File: src/rtl/simd_mem_loader.sv
// simd_mem_loader: boot loader that streams 32-bit words into the simd_top IMEM/CP DMEM/PE DMEM and releases the core
// Ports: iClk/iReset (async, active-high); iStart starts a load from IDLE or DONE;
//        iIn_Valid/oIn_Ready/iIn_Data form the word stream; oBus_* are the registered memory write ports;
//        oCore_Reset holds simd_top in reset while loading; iTask_Finished/iPC come back from the core;
//        oDone flags the end of the program.
// Optional: define SIMD_LOADER_PC_STALL_EN to also finish RUN when iPC stays unchanged for STALL_CYCLES cycles.
module simd_mem_loader #(
   parameter int IMEM_DEPTH    = 256,
   parameter int CP_DMEM_DEPTH = 256,
   parameter int PE_DMEM_DEPTH = 256,
   parameter int PE_NUM        = 4,
   parameter int STALL_CYCLES  = 8
) (
   input  logic                               iClk,
   input  logic                               iReset,
   input  logic                               iStart,
   input  logic                               iIn_Valid,
   output logic                               oIn_Ready,
   input  logic [31:0]                        iIn_Data,
   output logic                               oBus_IMEM_Valid,
   output logic                               oBus_IMEM_Write_Enable,
   output logic [$clog2(IMEM_DEPTH)-1:0]      oBus_IMEM_Address,
   output logic [63:0]                        oBus_IMEM_Write_Data,
   output logic                               oBus_CP_DMEM_Valid,
   output logic                               oBus_CP_DMEM_Write_Enable,
   output logic [$clog2(CP_DMEM_DEPTH)+1:0]   oBus_CP_DMEM_Address,
   output logic [31:0]                        oBus_CP_DMEM_Write_Data,
   output logic                               oBus_PE_DMEM_Valid,
   output logic                               oBus_PE_DMEM_Write_Enable,
   output logic [$clog2(PE_DMEM_DEPTH)+1:0]   oBus_PE_DMEM_Address,
   output logic [32*PE_NUM-1:0]               oBus_PE_DMEM_Write_Data,
   output logic                               oCore_Reset,
   input  logic                               iTask_Finished,
   input  logic [$clog2(IMEM_DEPTH)-1:0]      iPC,
   output logic                               oDone
);
   localparam int IW  = $clog2(IMEM_DEPTH);
   localparam int CW  = $clog2(CP_DMEM_DEPTH);
   localparam int PW  = $clog2(PE_DMEM_DEPTH);
   localparam int AW  = (IW > CW) ? ((IW > PW) ? IW : PW) : ((CW > PW) ? CW : PW);
   localparam int SBW = $clog2(PE_NUM + 1);
   typedef enum logic [2:0] {S_IDLE, S_LD_IMEM, S_LD_CPDM, S_LD_PEDM, S_RUN, S_DONE} state_t;
   state_t                r_state, w_next;
   logic [SBW-1:0]        r_sub;
   logic [AW-1:0]         r_addr;
   logic [32*PE_NUM-1:0]  r_buf, w_pe_data;
   logic                  r_core_rst, r_imem_v, r_cp_v, r_pe_v;
   logic [IW-1:0]         r_imem_addr;
   logic [63:0]           r_imem_data;
   logic [CW+1:0]         r_cp_addr;
   logic [31:0]           r_cp_data;
   logic [PW+1:0]         r_pe_addr;
   logic [32*PE_NUM-1:0]  r_pe_data;
   logic                  w_acc, w_last, w_end, w_stall, w_finish;
   assign oIn_Ready = (r_state == S_LD_IMEM) || (r_state == S_LD_CPDM) || (r_state == S_LD_PEDM);
   assign w_acc     = iIn_Valid && oIn_Ready;
   assign w_last    = (r_state == S_LD_CPDM) ||
                      (r_state == S_LD_IMEM && r_sub == SBW'(1)) ||
                      (r_state == S_LD_PEDM && r_sub == SBW'(PE_NUM - 1));
   assign w_end     = (r_state == S_LD_IMEM && r_addr == AW'(IMEM_DEPTH - 1)) ||
                      (r_state == S_LD_CPDM && r_addr == AW'(CP_DMEM_DEPTH - 1)) ||
                      (r_state == S_LD_PEDM && r_addr == AW'(PE_DMEM_DEPTH - 1));
   assign w_finish  = iTask_Finished || w_stall;
`ifdef SIMD_LOADER_PC_STALL_EN
   localparam int SW = $clog2(STALL_CYCLES + 1);
   logic [SW-1:0] r_stall;
   logic [IW-1:0] r_pc_prev;
   // r_stall counts consecutive unchanged-PC cycles; held at 0 outside RUN so entry starts fresh
   always_ff @(posedge iClk or posedge iReset) begin
      if (iReset) begin
         r_stall   <= '0;
         r_pc_prev <= '0;
      end else begin
         r_pc_prev <= iPC;
         r_stall   <= (r_state != S_RUN || iPC != r_pc_prev) ? '0 : r_stall + 1'b1;
      end
   end
   assign w_stall = (r_state == S_RUN) && (iPC == r_pc_prev) && (r_stall == SW'(STALL_CYCLES - 1));
`else
   assign w_stall = (STALL_CYCLES < 0) && (&iPC);
`endif
   // The final lane of a PE address comes straight from the stream, earlier lanes from the buffer
   always_comb begin
      w_pe_data = r_buf;
      w_pe_data[32*(PE_NUM-1) +: 32] = iIn_Data;
   end
   always_comb begin
      w_next = r_state;
      case (r_state)
         S_IDLE:    w_next = iStart ? S_LD_IMEM : S_IDLE;
         S_LD_IMEM: w_next = (w_acc && w_last && w_end) ? S_LD_CPDM : S_LD_IMEM;
         S_LD_CPDM: w_next = (w_acc && w_last && w_end) ? S_LD_PEDM : S_LD_CPDM;
         S_LD_PEDM: w_next = (w_acc && w_last && w_end) ? S_RUN : S_LD_PEDM;
         S_RUN:     w_next = w_finish ? S_DONE : S_RUN;
         S_DONE:    w_next = iStart ? S_LD_IMEM : S_DONE;
         default:   w_next = S_IDLE;
      endcase
   end
   always_ff @(posedge iClk or posedge iReset) begin
      if (iReset) begin
         r_state     <= S_IDLE;
         r_core_rst  <= 1'b1;
         r_sub       <= '0;
         r_addr      <= '0;
         r_buf       <= '0;
         r_imem_v    <= 1'b0;
         r_imem_addr <= '0;
         r_imem_data <= '0;
         r_cp_v      <= 1'b0;
         r_cp_addr   <= '0;
         r_cp_data   <= '0;
         r_pe_v      <= 1'b0;
         r_pe_addr   <= '0;
         r_pe_data   <= '0;
      end else begin
         r_state    <= w_next;
         // Release is delayed one cycle past RUN entry so the last PE write lands while the core is in reset
         r_core_rst <= !(w_next == S_DONE || (w_next == S_RUN && r_state == S_RUN));
         r_imem_v   <= 1'b0;
         r_cp_v     <= 1'b0;
         r_pe_v     <= 1'b0;
         if (w_acc && !w_last) begin
            r_buf[32*r_sub +: 32] <= iIn_Data;
            r_sub <= r_sub + 1'b1;
         end
         if (w_acc && w_last) begin
            r_sub    <= '0;
            r_addr   <= w_end ? '0 : r_addr + 1'b1;
            r_imem_v <= (r_state == S_LD_IMEM);
            r_cp_v   <= (r_state == S_LD_CPDM);
            r_pe_v   <= (r_state == S_LD_PEDM);
            if (r_state == S_LD_IMEM) begin
               r_imem_addr <= r_addr[IW-1:0];
               r_imem_data <= {iIn_Data, r_buf[31:0]};
            end
            if (r_state == S_LD_CPDM) begin
               r_cp_addr <= {r_addr[CW-1:0], 2'b00};
               r_cp_data <= iIn_Data;
            end
            if (r_state == S_LD_PEDM) begin
               r_pe_addr <= {r_addr[PW-1:0], 2'b00};
               r_pe_data <= w_pe_data;
            end
         end
      end
   end
   assign oBus_IMEM_Valid           = r_imem_v;
   assign oBus_IMEM_Write_Enable    = r_imem_v;
   assign oBus_IMEM_Address         = r_imem_addr;
   assign oBus_IMEM_Write_Data      = r_imem_data;
   assign oBus_CP_DMEM_Valid        = r_cp_v;
   assign oBus_CP_DMEM_Write_Enable = r_cp_v;
   assign oBus_CP_DMEM_Address      = r_cp_addr;
   assign oBus_CP_DMEM_Write_Data   = r_cp_data;
   assign oBus_PE_DMEM_Valid        = r_pe_v;
   assign oBus_PE_DMEM_Write_Enable = r_pe_v;
   assign oBus_PE_DMEM_Address      = r_pe_addr;
   assign oBus_PE_DMEM_Write_Data   = r_pe_data;
   assign oCore_Reset               = r_core_rst;
   assign oDone                     = (r_state == S_DONE);
endmodule

File: config.mk
export PLATFORM = sky130hd
export DESIGN_NAME = simd_mem_loader
export DESIGN_NICKNAME = d
export VERILOG_FILES = /design/src/rtl/simd_mem_loader.sv
export SDC_FILE = /design/constraint.sdc
export NUM_CORES = 1
export LEC_CHECK = 0
export ABC_AREA = 1
export CORE_MARGIN = 8
export CORE_UTILIZATION = 55
export DETAILED_ROUTE_END_ITERATION = 12
export HOLD_SLACK_MARGIN = 0.06
export PLACE_DENSITY = 0.9
export SYNTH_ARGS = -nofsm -noshare
export SYNTH_HDL_FRONTEND = slang
export SYNTH_SLANG_ARGS = --single-unit
File: constraint.sdc
create_clock -name iClk -period 33.5 [get_ports iClk]
set_input_delay 5.025 -clock iClk [delete_from_list [all_inputs] [get_ports iClk]]
set_output_delay 5.025 -clock iClk [all_outputs]
set_load 0.05 [all_outputs]
# Yosys cells after proc, flatten, opt, wreduce, memory -nomap -nowiden

Index checks and enable logic that the tools add are counted.

Bits in registers: 394
Bits of input ports: 45
Logic and storage cells: 67

$add $sub $neg: 3
Equal/unequal tests: 10
Shifts and indexed selects: 2
Mux-type cells: 14
Reduce and logical (&&, ||, !) cells: 24

Operator list:

| operator                                                 | count |
|---|---|
| bitwise mux 128 bit                                      | 1 |
| variable shift 32 x 34 -> 128 bit (first input constant) | 1 |
| variable part select 32 x 34 -> 128 bit                  | 1 |
| negation 8 -> 34 bit                                     | 1 |
| one-hot mux 3 bit (6 select lines)                       | 1 |
| == test 3 bit (second input constant)                    | 4 |
| two-way mux 3 bit                                        | 4 |
| logical AND 1 bit                                        | 10 |
| == test 3 x 2 -> 1 bit (second input constant)           | 3 |
| adder 8 x 1 -> 8 bit (second input constant)             | 1 |
| == test 8 bit (second input constant)                    | 1 |
| two-way mux 8 bit                                        | 1 |
| logical OR 1 bit                                         | 7 |
| == test 3 x 1 -> 1 bit (second input constant)           | 2 |
| two-way mux 1 bit                                        | 6 |
| AND reduction 2 bit                                      | 3 |
| adder 3 x 1 -> 3 bit (second input constant)             | 1 |
| logical NOT 3 bit                                        | 1 |
| logical NOT 1 bit                                        | 2 |
| two-way mux 2 bit                                        | 1 |
| nonzero test 2 bit                                       | 1 |

# Depth between registers and ports, before layout

Gate-level depths: netlist of the first run.

Word-level depth: 12
Depth in mapped cells: 12

# Least setup slack after synthesis of the first run

OpenSTA, ideal clock, no wires.

Path kind: in2reg
Start: input port iIn_Valid
End: register r_pe_data[10], in the netlist oBus_PE_DMEM_Write_Data[10]
Setup time: 0.122 ns
Arrival: 5.863 ns
Required time: 33.378 ns
Slack: 27.515 ns
Stages on the path: 8
Buffers on the path: 3
Cell sequence: nand2_2 > inv_2 > nand2_2 > buf_4 > buf_6 > buf_4 > o21ai_1 > nand2_1

Cells in the longest elaborated chain, start to end: 3

Ends and longest elaborated chain:

| item                          | line | source |
|---|---|---|
| start: declaration            | 17   | `input logic iIn_Valid,` |
| logical AND 1 bit             | 56   | `assign w_acc = iIn_Valid && oIn_Ready;` |
| logical AND 1 bit             | 126  | `if (w_acc && w_last) begin` |
| AND reduction 2 bit (no line) | -    |  |
| end signal: assignment        | 142  | `r_pe_data <= w_pe_data;` |
| end: declaration              | 53   | `logic [32*PE_NUM-1:0] r_pe_data;` |

No other way between the ends.
A chain may end at the register's enable or synchronous reset.

# Worst setup path in the final report of the first run

Start: input port iIn_Valid
End: register r_pe_data[109], in the netlist oBus_PE_DMEM_Write_Data[109]

The elaborated chain is that of the path after synthesis.

==> results of run 1 <==
-- power groups by stage --
stage | clock network (mW) | logic (mW) | registers (mW)
global placement | 0 | 0.784 | 0.643
finish | 0.393 | 0.806 | 0.649
detailed placement | 0 | 0.800 | 0.652
global route | 0.415 | 0.857 | 0.663
CTS | 0.397 | 0.808 | 0.647
floorplan | 0 | 0.230 | 0.939
-- critical path, delay by kind of cell --
| family | cells | cell delay [ps] |
|---|---|---|
| buffers and inverters | 3 | 1580 |
| AND/OR/NAND/NOR | 5 | 1890 |
-- cell usage in the layout, fill, tap and decap left out, types with 7 or more instances in the layout --
master             n
buf_4             10
o21ai_1          200
clkbuf_1          10
nand3_1           15
clkbuf_8           7
clkdlybuf4s50_1  293
o21ai_0          120
inv_1             26
nand2_1          737
nor2_1            10
dfrtp_1          361
clkbuf_16         39
ha_1               7
-- layout make-up --
class | count | area [µm²]
clock buffers | 56 | 1110
fillers | 1824 | 7410
flip-flops and latches | 362 | 9060
well taps | 335 | 419
repair buffers | 303 | 3010
multi-input cells | 1121 | 4810
clock inverters | 6 | 36.3
inverters | 33 | 131
-- path summary, 6_finish.rpt --
kind | from | end | slack (ps) | cells after the start
min in group asynchronous | iReset | oBus_PE_DMEM_Write_Data[11] | 5120 | 2
setup / recovery | iIn_Valid | oBus_PE_DMEM_Write_Data[109] | 25330 | 8
hold reg to reg | oBus_CP_DMEM_Write_Data[15] | oBus_CP_DMEM_Write_Data[15] | 470 | 2
hold / removal | oBus_CP_DMEM_Write_Data[15] | oBus_CP_DMEM_Write_Data[15] | 470 | 2
max in group asynchronous | iReset | r_buf[92] | 26080 | 4
setup reg to reg | r_sub[1] | oBus_PE_DMEM_Write_Data[109] | 29410 | 11
-- cells by family (layout without fill, tap and decap cells) --
group                      after synthesis  count (layout)  share of synthesized area (%)
xor gates and xnor gates                 4               4                          0.241
DFF                                    362             362                           62.3
other                                    1               4                         0.0258
adders and majority gates                7               7                          0.602
AOI/OAI and AO/OA                      324             324                           11.2
buffers and inverters                  146             398                           4.99
and+or+nand+nor                        782             782                           20.6
-- synth_stat cells --
cell | instances | area share, %
inv_1 | 29 | 0.75
a21oi_1 | 2 | 0.069
nor2_2 | 3 | 0.13
o21ai_0 | 120 | 4.1
conb_1 | 1 | 0.026
dfstp_2 | 1 | 0.18
nand2_1 | 738 | 19
o21ai_1 | 200 | 6.9
nor2_1 | 13 | 0.34
nor3_1 | 3 | 0.10
ha_1 | 7 | 0.60
dfrtp_1 | 361 | 62
nand4_1 | 2 | 0.086
inv_2 | 4 | 0.10
o22ai_1 | 2 | 0.086
nor2_4 | 2 | 0.15
xor2_1 | 4 | 0.24
buf_2 | 28 | 0.96
nand2_2 | 6 | 0.26
buf_1 | 2 | 0.052
buf_6 | 12 | 0.93
buf_4 | 14 | 0.72
nand3_1 | 15 | 0.52
clkbuf_1 | 57 | 1.5
-- state kept, by name, indices dropped and copies added (netlist names) --
name and cells:
oBus_PE_DMEM_Write_Data 128, r_state 3, oCore_Reset 1, oBus_CP_DMEM_Address 8, r_sub 3, r_addr 8, oBus_CP_DMEM_Valid 1, oBus_CP_DMEM_Write_Data 32
r_buf 96, oBus_IMEM_Address 8, oBus_PE_DMEM_Valid 1, oBus_IMEM_Write_Data 64, oBus_PE_DMEM_Address 8, oBus_IMEM_Valid 1
-- routing by layer --
layer / global-route usage [%] / up-vias / wire length [µm]
met5: 0 / - / 0
met4: 13.1 / 0 / 2120
met3: 8.38 / 138 / 4750
met2: 45.1 / 595 / 21300
met1: 35.8 / 6007 / 17300
li1: - / 5633 / -
-- metrics by stage --
stage	power [mW]	instance area, µm²	util (%)	std cells	hold WS [ps]
final	1.85	18600	71.5	2216	471
after CTS	1.85	18600	71.5	2216	473
after floorplan	1.17	14500	-	1629	449
after global routing	1.93	18600	71.5	2216	489
after global placement	1.43	17400	67.1	2154	454
after detailed placement	1.45	17400	67.1	2154	458
==> summary.txt, run 1 <==
status -> finished clean
effective utilization at floorplan -> 55.9%
fraction of power spent switching nets -> 45.1%
register clock-pin slew on the reported worst setup and hold paths -> 60 ps
pins over their slew limit -> 0
fraction of power consumed by combinational cells -> 43.6%
slew at the pin closest to its max-slew limit -> 1260 ps
root cell of the clock tree -> clkbuf_16
number of buffers inserted during clock tree synthesis -> 38
total wirelength of the detailed-routed design -> 45.4 mm
top achievable clock speed -> 122 MHz
antenna violations before repair -> 0
estimated wirelength of the detail-placed design -> 28.4 mm
max-cap check violation count -> 0
required time at the endpoint of the critical path -> 33950 ps
number of global-route vias before repair -> 12400
deepest clock path buffer count -> 3
largest net degree at the start of global routing -> 141
flip-flop and latch count after synthesis -> 362
number of diodes -> 0
Final Critical Period -> 8170 ps
Die X-Extent -> 179 µm
Max VDD drop -> 0.0868 mV
wire length of the first global-routing pass -> 70.2 mm
Final TNS setup -> 0 ps
y dimension of the die -> 179 µm
min-delay worst type -> reg2reg
Synth cell types -> 24
arrival time at the worst endpoint -> 8620 ps
share of the yosys chip area belonging to registers -> 62.3%
max incr delay on CP -> 1060 ps
CTS Sinks -> 362
internal power -> 1.02 mW
max_slew headroom -> 16.0%
num ports -> 306
count of final setup violators -> 0
number of port buffers -> 293
setup repair after global routing missed its margin -> no
routability congestion estimate -> 0.812
NumNets Final -> 1911
Antenna Violating Nets Remaining -> 0
cell seen most often among critical-path stages -> nand2_1
start-to-end type of the worst setup path -> in2reg
crit-path max FO -> 122
PostCTS Resize Cnt -> 0
slowest cell on the critical path -> nor2_4
num rows -> 59
overall global routing resource usage -> 28.5%
Iter 0 DRT Violations -> 1234
hold buffer count at CTS -> 0
Mean Syn Cell Area -> 8.94 µm²
pre-CTS worst setup slack -> 24910 ps
total of warnings raised by yosys -> 0
core region area -> 0.0260 mm²
via-per-instance ratio -> 5.58
Synth Instances -> 1626
H-tree level count -> 2
sequence of cells on the critical path -> clkdlybuf4s50_1 > nand2_2 > inv_2 > nand2_8 > nor2_4 > buf_4 > nand2_1 > nand2_1
kind of capture point of the worst setup path -> flip-flop
clock network power share -> 21.3%
CP startpoint kind -> primary input
portion of the clock cycle consumed by the worst path in the final layout -> 24.4%
Via Count -> 12400
TritonCTS clock tree -> yes
min setup slack post-route -> 25330 ps
power density over cell area -> 99.5 mW/mm²
routed length per placed instance -> 20.5 µm
DR DRC count -> 0
share of layout cells above drive strength 1 -> 4.52%
total global routing overflow -> 0
leakage power -> 9.16 nW
post-synthesis instance area -> 0.0145 mm²
Fin Clk Skew -> 10.2 ps
setup bufs post-CTS -> 0
Die Outline Area -> 0.0319 mm²
first drt pass iteration count -> 6
Clk Latency, worst-skew pair -> 520 ps
Sequential Power Share -> 35.1%
count of endpoints failing hold in the final timing report -> 0
reported net switching power -> 834 µW
Area Growth Syn to Fin -> 27.8%
(Power assumes the default switching activity.)
==> run 2, diff against run 1 <==
--- a/config.mk
+++ b/config.mk
@@ -7,10 +7,10 @@
 export LEC_CHECK = 0
 export ABC_AREA = 1
 export CORE_MARGIN = 8
-export CORE_UTILIZATION = 55
+export CORE_UTILIZATION = 51
 export DETAILED_ROUTE_END_ITERATION = 12
 export HOLD_SLACK_MARGIN = 0.06
-export PLACE_DENSITY = 0.9
+export PLACE_DENSITY = 0.85
 export SYNTH_ARGS = -nofsm -noshare
 export SYNTH_HDL_FRONTEND = slang
 export SYNTH_SLANG_ARGS = --single-unit
==> constraint.sdc (replaced) <==
create_clock -name iClk -period 7.9 [get_ports iClk]
set_input_delay 1.185 -clock iClk [delete_from_list [all_inputs] [get_ports iClk]]
set_output_delay 1.185 -clock iClk [all_outputs]
set_load 0.05 [all_outputs]
==> run 2 against run 1 <==
Compared with the run above:
- final area increased by 1.2%
- non-clock buffer count grew 3
- hold slack better by 1.7 ps
- sequential power rose to 4.2 times the previous value
- flip-flop and latch count unchanged
- die area grew 7.1%
- global-route usage decreased by 1.3 points
==> summary.txt, run 2 (same netlist as run 1, synthesis figures left out) <==
Sequential Power Share -> 34.4%
leakage power -> 9.23 nW
CTS Sinks -> 362
total global routing overflow -> 0
routability congestion estimate -> 0.783
total wirelength of the detailed-routed design -> 47.0 mm
slew at the pin closest to its max-slew limit -> 1140 ps
min-delay worst type -> reg2reg
Final Critical Period -> 3360 ps
Max VDD drop -> 0.353 mV
portion of the clock cycle consumed by the worst path in the final layout -> 42.5%
H-tree level count -> 2
total power -> 7.99 mW
final standard cell count with taps included and fillers excluded -> 2274
count of final setup violators -> 0
required time at the endpoint of the critical path -> 6710 ps
antenna violations before repair -> 0
root cell of the clock tree -> clkbuf_16
Post-DP Area -> 0.0175 mm²
status -> finished clean
deepest clock path buffer count -> 3
overall global routing resource usage -> 27.2%
tightest hold margin -> 473 ps
CP startpoint kind -> flip-flop
first drt pass iteration count -> 6
commonest non-fill, non-tap cell in the layout -> nand2_1
register-to-register setup slack -> 4740 ps
Via Count -> 12400
NumNets Final -> 1914
Largest register FFs -> 128
Worst Hold Endpoint -> oBus_PE_DMEM_Write_Data[40]
effective utilization at floorplan -> 51.2%
share of layout cells above drive strength 1 -> 5.13%
TritonCTS clock tree -> yes
Fin Clk Skew -> 17.2 ps
reg2reg start -> r_sub[1]
destination of the worst register-to-register timing path -> oBus_PE_DMEM_Write_Data[93]
top achievable clock speed -> 298 MHz
Iter 0 DRT Violations -> 1220
fraction of power spent switching nets -> 44.6%
via-per-instance ratio -> 5.43
max-cap check violation count -> 0
num rows -> 62
Hold Path Stages -> 2
Die Outline Area -> 0.0342 mm²
crit-path max FO -> 4
DR DRC count -> 0
largest net degree at the start of global routing -> 194
number of diodes -> 0
number of global-route vias before repair -> 12200
leading cell types in the layout, fill and taps excluded -> nand2_1, dfrtp_1, clkdlybuf4s50_1
clock network power share -> 22.7%
placed instance count -> 2206
Final TNS setup -> 0 ps
arrival time at the worst endpoint -> 2170 ps
power density over cell area -> 425 mW/mm²
post-route cell area -> 0.0188 mm²
internal power -> 4.43 mW
Antenna Violating Nets Remaining -> 0
count of endpoints failing hold in the final timing report -> 0
fraction of power consumed by combinational cells -> 42.9%
reported net switching power -> 3.56 mW
setup repair after global routing missed its margin -> no
pins over their slew limit -> 0
register clock-pin slew on the reported worst setup and hold paths -> 60 ps
max_slew headroom -> 23.5%
wire length of the first global-routing pass -> 71.2 mm
routed length per placed instance -> 20.7 µm
y dimension of the die -> 185 µm
number of port buffers -> 293
Die X-Extent -> 185 µm
core region area -> 0.0284 mm²
PostCTS Resize Cnt -> 0
number of buffers inserted during clock tree synthesis -> 38
setup bufs post-CTS -> 0
kind of capture point of the worst setup path -> output port
hold_sp -> r_buf[40]
estimated wirelength of the detail-placed design -> 29.6 mm
num ports -> 306
hold buffer count at CTS -> 0
Area Growth Syn to Fin -> 29.4%
count of cells along the worst register-to-register path -> 11
start-to-end type of the worst setup path -> reg2out
Clk Latency, worst-skew pair -> 520 ps
## run 2: worst max-delay path by stage
stage / cells past startpoint / slack, ps / end / startpoint
2_1_floorplan: 1 / 1860 / oBus_CP_DMEM_Address[2] / iReset
3_3_place_gp: 8 / 4230 / oBus_PE_DMEM_Write_Data[87] / iIn_Valid
3_5_place_dp: 8 / 4150 / oBus_PE_DMEM_Write_Data[93] / iIn_Valid
4_1_cts: 5 / 4510 / oDone / r_state[0]
5_1_grt: 8 / 4370 / oBus_PE_DMEM_Write_Data[93] / iIn_Valid
6_report: 5 / 4540 / oDone / r_state[0]
## run 2: area by class of cell
cell class                 instances  area (µm²)
clock buffer                      58        1170
clock inverter                    10         115
fill                            2250        9590
inverter                          33         128
multi-input combinational       1121        4810
sequential                       362        9060
tap                              384         480
timing repair buffer             306        3040
## run 2: power groups by stage
stage                     sequential (mW)  clock [mW]  combinational, mW
final                                2.74        1.81               3.43
after global routing                 2.80        1.91               3.64
after CTS                            2.74        1.84               3.44
after detailed placement             2.76           0               3.42
after global placement               2.72           0               3.35
after floorplan                      3.98           0              0.975
## run 2: routing by layer
metal | up-vias | wire length, µm | GRT usage, %
met2 | 550 | 22000 | 43.7
met1 | 6035 | 17700 | 32.9
met4 | 0 | 2690 | 14.6
li1 | 5650 | - | -
met5 | - | 0 | 0
met3 | 123 | 4620 | 7.94
## run 2: worst max-delay path, cell delays in order, from the launching register on
cell,delay (ps)
dfrtp_1,440
inv_2,80
nor2_1,120
nand2_1,110
inv_1,80
clkdlybuf4s50_1,820
## run 2: per-stage QoR
stage / worst slack [ps] / util (%)
3_5_place_dp: 4150 / 61.7
2_1_floorplan: 1860 / -
3_3_place_gp: 4230 / 61.7
4_1_cts: 4510 / 66.2
5_1_grt: 4370 / 66.2
6_report: 4540 / 66.2
